--- src/rtl/dot_product_engine.sv ---
// Dot-product accelerator: fetches strided A/B vectors through one read port
// and multiply-accumulates them with optional signed mode and saturation.
module dot_product_engine #(
    parameter int DATA_W   = 32,
    parameter int ADDR_W   = 32,
    parameter int LEN_W    = 16,
    parameter int ACC_W    = 32,
    parameter bit SATURATE = 1'b0
) (
    input  logic              clk,
    input  logic              reset_n,
    input  logic              start,
    input  logic              signed_mode,
    input  logic [ADDR_W-1:0] base_a,
    input  logic [ADDR_W-1:0] base_b,
    input  logic [ADDR_W-1:0] stride,
    input  logic [LEN_W-1:0]  length,
    output logic              mem_req,
    output logic [ADDR_W-1:0] mem_addr,
    input  logic [DATA_W-1:0] mem_rdata,
    input  logic              mem_rvalid,
    output logic              busy,
    output logic              done,
    output logic [ACC_W-1:0]  result,
    output logic              overflow
);

    localparam int PROD_W = 2 * DATA_W;
    localparam int SUM_W  = ((PROD_W > ACC_W) ? PROD_W : ACC_W) + 1;

    typedef enum logic [2:0] {IDLE, RD_A, WT_A, RD_B, WT_B, MAC, DONE} state_t;

    state_t state, state_nxt;

    logic              signed_q;
    logic [ADDR_W-1:0] stride_q;
    logic [LEN_W-1:0]  len_q;
    logic [LEN_W-1:0]  idx;
    logic [ADDR_W-1:0] ptr_a;
    logic [ADDR_W-1:0] ptr_b;
    logic [DATA_W-1:0] op_a;
    logic [DATA_W-1:0] op_b;

    logic [PROD_W-1:0]      ext_a, ext_b, prod;
    logic [SUM_W-1:0]       acc_ext, prod_ext, sum;
    logic [SUM_W-ACC_W:0]   sum_hi;
    logic                   mac_ovf;
    logic [ACC_W-1:0]       mac_result;
    logic                   last_elem;

    always_ff @(posedge clk or negedge reset_n) begin
        if (!reset_n) state <= IDLE;
        else          state <= state_nxt;
    end

    assign last_elem = (idx == len_q - LEN_W'(1));

    // NOTE: every variable driven here gets a default first so no path can infer a latch.
    always_comb begin
        state_nxt = state;
        case (state)
            IDLE:    if (start) state_nxt = (length != '0) ? RD_A : DONE;
            RD_A:    state_nxt = WT_A;
            WT_A:    if (mem_rvalid) state_nxt = RD_B;
            RD_B:    state_nxt = WT_B;
            WT_B:    if (mem_rvalid) state_nxt = MAC;
            MAC:     state_nxt = last_elem ? DONE : RD_A;
            DONE:    state_nxt = IDLE;
            default: state_nxt = IDLE;
        endcase
    end

    // Sign-extending both operands lets one multiplier serve both modes; the
    // low PROD_W bits are exact for signed and unsigned products alike.
    always_comb begin
        ext_a      = {{DATA_W{signed_q & op_a[DATA_W-1]}}, op_a};
        ext_b      = {{DATA_W{signed_q & op_b[DATA_W-1]}}, op_b};
        prod       = ext_a * ext_b;
        acc_ext    = {{(SUM_W-ACC_W){signed_q & result[ACC_W-1]}}, result};
        prod_ext   = {{(SUM_W-PROD_W){signed_q & prod[PROD_W-1]}}, prod};
        sum        = acc_ext + prod_ext;
        sum_hi     = sum[SUM_W-1:ACC_W-1];
        mac_ovf    = signed_q ? !((&sum_hi) || !(|sum_hi)) : (|sum[SUM_W-1:ACC_W]);
        mac_result = sum[ACC_W-1:0];
        if (mac_ovf && SATURATE) begin
            if (!signed_q)          mac_result = '1;
            else if (sum[SUM_W-1])  mac_result = {1'b1, {(ACC_W-1){1'b0}}};
            else                    mac_result = {1'b0, {(ACC_W-1){1'b1}}};
        end
    end

    // Outputs are registered from the next state so they line up with it.
    // NOTE: sequential state uses non-blocking assignments so all registers update together.
    always_ff @(posedge clk or negedge reset_n) begin
        if (!reset_n) begin
            mem_req  <= 1'b0;
            mem_addr <= '0;
            busy     <= 1'b0;
            done     <= 1'b0;
            result   <= '0;
            overflow <= 1'b0;
            signed_q <= 1'b0;
            stride_q <= '0;
            len_q    <= '0;
            idx      <= '0;
            ptr_a    <= '0;
            ptr_b    <= '0;
            op_a     <= '0;
            op_b     <= '0;
        end else begin
            mem_req <= (state_nxt == RD_A) || (state_nxt == RD_B);
            busy    <= (state_nxt != IDLE);
            done    <= (state_nxt == DONE);
            case (state)
                IDLE: if (start) begin
                    signed_q <= signed_mode;
                    stride_q <= stride;
                    len_q    <= length;
                    idx      <= '0;
                    ptr_a    <= base_a;
                    ptr_b    <= base_b;
                    result   <= '0;
                    overflow <= 1'b0;
                    mem_addr <= base_a;
                end
                WT_A: if (mem_rvalid) begin
                    op_a     <= mem_rdata;
                    mem_addr <= ptr_b;
                end
                WT_B: if (mem_rvalid) op_b <= mem_rdata;
                MAC: begin
                    result   <= mac_result;
                    if (mac_ovf) overflow <= 1'b1;
                    ptr_a    <= ptr_a + stride_q;
                    ptr_b    <= ptr_b + stride_q;
                    idx      <= idx + LEN_W'(1);
                    mem_addr <= ptr_a + stride_q;
                end
                default: ;
            endcase
        end
    end

endmodule

--- config.mk ---
export PLATFORM = sky130hd
export DESIGN_NAME = dot_product_engine
export DESIGN_NICKNAME = d
export VERILOG_FILES = /design/src/rtl/dot_product_engine.sv
export SDC_FILE = /design/constraint.sdc
export NUM_CORES = 2
export LEC_CHECK = 0
export ABC_AREA = 1
export CORE_ASPECT_RATIO = 1.4
export CORE_MARGIN = 4
export CORE_UTILIZATION = 35
export CTS_CLUSTER_SIZE = 14
export DETAILED_ROUTE_END_ITERATION = 6
export GPL_ROUTABILITY_DRIVEN = 1
export SLEW_MARGIN = 40
export SYNTH_ARGS = -nofsm -noshare
export SYNTH_HDL_FRONTEND = slang
export SYNTH_SLANG_ARGS = --single-unit
--- constraint.sdc ---
create_clock -name clk -period 13.7 [get_ports clk]
set_input_delay 4.11 -clock clk [delete_from_list [all_inputs] [get_ports clk]]
set_output_delay 4.11 -clock clk [all_outputs]
set_load 0.005 [all_outputs]
Word level (Yosys, flattened, before mapping)
Cells that the tools add are included.

cells by class
  add/subtract/negate cells = 5
  $mul = 1
  eq/ne operators = 12
  multiplexer cells = 20
  bitwise gates (word level) = 4
  reductions and logical operators = 18

operator list
  operator                                                               count
  32-bit case mux with 2 select lines                                    3
  32-bit two-way mux                                                     4
  32-bit case mux with 3 select lines                                    1
  65-bit adder                                                           1
  32-bit adder                                                           2
  33-bit by 33-bit multiplier with 64-bit output                         1
  34-bit AND reduction                                                   1
  34-bit OR reduction                                                    1
  33-bit OR reduction                                                    1
  16-bit case mux with 2 select lines                                    1
  3-bit case mux with 6 select lines                                     1
  16-bit by 1-bit adder with 16-bit output (second input constant)       1
  16-bit == test                                                         1
  16-bit two-way mux                                                     1
  16-bit nonzero test                                                    1
  16-bit by 1-bit subtractor with 16-bit output (second input constant)  1
  3-bit two-way mux                                                      5
  3-bit by 2-bit == test with 1-bit output (second input constant)       3
  3-bit == test (second input constant)                                  3
  2-bit AND reduction                                                    4
  3-bit by 1-bit == test with 1-bit output (second input constant)       2
  2-bit != test (second input constant)                                  3
  3-bit AND reduction                                                    2
  3-bit nonzero test                                                     2
  other kinds (7)                                                        14

word-level totals
  bits in registers = 264
  bits of input ports = 149
  output and inout port bits = 68
  word-level logic and storage cells = 75

Depth between registers and ports, before layout
  depth in word-level cells = 11
  depth in mapped cells = 58
  mapped depth without buffers = 56

Least setup slack after synthesis
Ideal clock, no wire load.

  kind = register to register
  from = register op_a[31]
  to = register overflow
  setup time = 0.118 ns
  data arrival time = 8.805 ns
  required time = 13.582 ns
  slack = 4.777 ns
  cell stages (with the launch flop) = 49
  path buffers = 2
  period minus slack after synthesis = 8.923 ns
  cells stage by stage = dfrtp_1 buf_2 clkbuf_1 nand2_1 nor2_1 fa_1 inv_1 fa_1 inv_1 fa_1 inv_1 fa_1 fa_1 fa_1 fa_1 fa_1 inv_1 ha_1 [... 13 more ...] nand2_1 nand2_1 a21oi_1 nand2_1 a21oi_1 nand2_1 nand2_1 nand2_1 nor2_1 nand2_1 nor2_1 nand2_1 nor2_1 nand2_1 nand2_1 nand2_1 nand4_1 nand2_1

on the way
  longest elaborated chain between the ends = 11
  elaborated cells between the ends (all ways) = 13
  classes of those cells = add/sub (1); mul (1); eq/ne (1); mux (1); bitwise (2); reduce/logical (7)

RTL lines
  element                                             RTL line  RTL
  start: declaration                                  41        logic [DATA_W-1:0] op_a;
  start signal: assignment                            127       op_a <= mem_rdata;
  1-bit AND                                           76        ext_a = {{DATA_W{signed_q & op_a[DATA_W-1]}}, op_a};
  33-bit by 33-bit multiplier with 64-bit output (*)  78        prod = ext_a * ext_b;
  1-bit AND                                           80        prod_ext = {{(SUM_W-PROD_W){signed_q & prod[PROD_W-1]}}, prod};
  65-bit adder (*)                                    81        sum = acc_ext + prod_ext;
  34-bit OR reduction                                 83        mac_ovf = signed_q ? !((&sum_hi) || !(|sum_hi)) : (|sum[SUM_W-1:ACC_W]);
  1-bit logical NOT                                   83
  1-bit logical OR                                    83
  1-bit logical NOT                                   83
  1-bit two-way mux (*)                               83
  2-bit != test (no source line) (*)                  n/a
  3-bit AND reduction (no source line) (*)            n/a
  end signal: assignment                              101       overflow <= 1'b0;
  end signal: assignment                              123       overflow <= 1'b0;
  end signal: assignment                              133       if (mac_ovf) overflow <= 1'b1;
  end: declaration                                    25        output logic overflow

Mark *: on every way between the ends. The rest lies on a longest branch, timed or not.
A chain may end at the register's enable or synchronous reset.

Final worst setup path
  from = register op_b[21]
  to = register overflow

on the way
  longest elaborated chain between the ends = 10
  elaborated cells between the ends (all ways) = 12
  classes of those cells = add/sub (1); mul (1); eq/ne (1); mux (1); bitwise (1); reduce/logical (7)

RTL lines
  element                                             RTL line  RTL
  start: declaration                                  42        logic [DATA_W-1:0] op_b;
  start signal: assignment                            130       WT_B: if (mem_rvalid) op_b <= mem_rdata;
  33-bit by 33-bit multiplier with 64-bit output (*)  78
  1-bit AND                                           80
  65-bit adder (*)                                    81
  34-bit OR reduction                                 83
  1-bit logical NOT                                   83
  1-bit logical OR                                    83
  1-bit logical NOT                                   83
  1-bit two-way mux (*)                               83
  2-bit != test (no source line) (*)                  n/a
  3-bit AND reduction (no source line) (*)            n/a

Marked as above.

==> reports/results.txt <==
Cell mode on critical path: nand2_1
Area of the multi-input gates: 44300 um^2
First-pass GRT wire length: 301000 um
Die height: 502 um
Unrepaired setup endpoints after global routing: false
Root Buffer: clkbuf_16
Post-Syn Area: 61000 um^2
CTS H-tree depth: 2
FP Rows: 181
DRC Markers: 0
Post-Route WL: 190000 um
Fraction of registers with async set/reset: 100%
Distinct cell type count after synthesis: 58
Post-synth EDFFs: 0
CP arrival: 11210 ps
Hold Crit Class: reg2reg
Setup crit start kind: register
Ports: 217
CP endpoint kind: register
Share of layout cells above drive strength 1: 3.33%
Avg Vias per Cell: 4.80
Final Cycle Share: 78.2%
Final Max Slew Viols: 0
Clk slew on worst S/H paths: 60 ps
Hold Fails Final Rpt: 0
Slowest cell on the critical path: dfrtp_1
IO Port Bufs: 216
Worst-Skew Late Latency: 630 ps
Max_cap viols: 0
Wire per inst: 17.8 um
Worst path buffer plus inverter count: 7
Sink Count: 264
Mapped Avg Cell Area: 7.27 um^2
Setup violators final: 0
Placed cell areas: 65400 um^2
Crit path max fanout: 21
CTS Buf Count: 39
Max incr delay on CP: 720 ps
Routability cong.: 0.941
TritonCTS clock tree: built
Gr usage total: 21.1%
Die area: 181000 um^2
Initial Util: 35.2%
Pre-CTS setup slack: 3020 ps
Vias in the first global route: 54.7k
Largest net degree at the start of global routing: 105
Initial DRC count: 3271
Top FF cell, synth: dfrtp_1
Worst slew pin tran: 792 ps
Post-synthesis sequential area ratio: 10.8%
Post-CTS repair timing setup buffer count: 0
HPWL Detailed: 159000 um
Ant. Diodes: 0
Clock Tree Buf Depth: 3
Hold buffers post-CTS: 0
Crit path kind: reg2reg
Post_cts resized: 0
Filler Cell Count: 18.2k
Most frequent cells in the layout: 2387 x nand2_1, 2329 x inv_1, 1127 x fa_1
CP Data Required Time: 14190 ps
CP delay by family, top: adder cells
Sequential cell area: 6610 um^2
Max Freq: 93.3 MHz
CORE AREA: 173000 um^2
Syn-to-layout area delta: 9.50%
Status: complete, no violations
Via count: 51.4k
Pre-Repair DR Iteration Count: 5
Design Area, Final: 66800 um^2
Fin nets: 10.0k
Worst slew margin: 47.2%
Commonest non-fill, non-tap cell in the layout: nand2_1
Gr ovfl total: 0
Crit path time final: 10710 ps
Seq cells post-synth: 264
Antenna-violating nets left: 0
Syn. warnings: 0
Clock Skew: 50.7 ps
Post-route setup TNS: 0 ps
Initial antenna violation count: 3
Final worst slack: 2990 ps
Mapped Nets: 10.0k
Mapped Cells: 8384
Die width: 361 um
## synthesized netlist by cell type, drive strengths merged, types with 3 or more instances
cell type | count | share of area, %
a211oi | 3 | 0.037
a21o | 11 | 0.14
a21oi | 308 | 2.5
a221oi | 20 | 0.29
a22oi | 3 | 0.037
a31oi | 27 | 0.28
a32o | 4 | 0.066
a41oi | 3 | 0.043
and2 | 4 | 0.041
and3 | 4 | 0.041
buf | 10 | 0.076
clkbuf | 326 | 2.0
clkinv | 3 | 0.018
dfrtp | 264 | 11
fa | 1128 | 37
ha | 340 | 7.0
inv | 2350 | 14
nand2 | 2409 | 15
nand3 | 173 | 1.4
nand3b | 5 | 0.062
nand4 | 39 | 0.41
nor2 | 401 | 2.6
nor3 | 55 | 0.52
nor3b | 5 | 0.062
nor4 | 19 | 0.19
o211ai | 24 | 0.30
o21a | 5 | 0.062
o21ai | 261 | 2.1
o21bai | 10 | 0.12
o221ai | 7 | 0.10
o22ai | 8 | 0.082
o31ai | 5 | 0.070
or2 | 35 | 0.36
xnor2 | 39 | 0.56
xor2 | 64 | 0.92
## through the flow
| stage | cells | hold slack [ps] | utilization (%) |
|---|---|---|---|
| after floorplan | 8384 | 457 | - |
| after global placement | 10600 | 468 | 37.7 |
| after detailed placement | 10600 | 475 | 37.7 |
| after CTS | 10700 | 491 | 38.5 |
| after global routing | 10700 | 523 | 38.5 |
| final | 10700 | 486 | 38.5 |
## flip-flops by register name, indices dropped and copies added, names as in the netlist, 32 cells and up
register  count
op_a         32
result       32
ptr_a        32
ptr_b        32
stride_q     32
mem_addr     32
op_b         32
## logic make-up (layout without fill, tap and decap cells)
family / Yosys count / in the layout / synth area share (%)
flops: 264 / 264 / 10.8
mux: 2 / 2 / 0.0328
simple gates: 3149 / 3149 / 20.6
xor+xnor: 103 / 103 / 1.48
buf+inv: 2689 / 2722 / 16.6
fa+ha+maj: 1468 / 1468 / 44.0
compound gates: 709 / 709 / 6.45
## metal layers
layer,GRT usage (%),share of wire (%),up-vias
met2,39.1,52,1229
met1,24.9,39,25600
met4,7.70,4.1,0
met5,0,0,-
met3,2.37,4.5,374
li1,-,-,24200
## worst register-to-register path, delay by kind of cell, from the launching register on
kind                     cells  cell delay, ps
XOR/XNOR                     1             170
AO/OA/AOI/OAI                5            1020
adder cells (fa/ha/maj)     10            4940
buffers and inverters        7             780
AND/OR/NAND/NOR             26            2930
flip-flops                   1             720
## path summary, 6_finish.rpt
kind,start,endpoint,slack (ps),depth (start not counted)
max in group asynchronous,reset_n,op_b[24]$_DFFE_PN0P_,8730,3
worst min-delay path,op_b[29]$_DFFE_PN0P_,op_b[29]$_DFFE_PN0P_,490,2
worst max register to register,op_b[21]$_DFFE_PN0P_,overflow$_DFFE_PN0P_,2990,49
min in group asynchronous,reset_n,mem_addr[0]$_DFFE_PN0P_,3380,1
worst max-delay path,op_b[21]$_DFFE_PN0P_,overflow$_DFFE_PN0P_,2990,49
worst min register to register,op_b[29]$_DFFE_PN0P_,op_b[29]$_DFFE_PN0P_,490,2
## final cells by class
class                      instances  share of cell area [%]
tap                             2287                    4.28
clock buffer                      50                    1.63
inverter                        2353                    13.2
timing repair buffer             299                    4.25
sequential                       264                    9.90
multi-input combinational       5431                    66.4
clock inverter                    20                   0.335
Power is left out: the tool's default activity adds up to more than one toggle a clock period on the data nets, which glitch-free logic cannot reach.
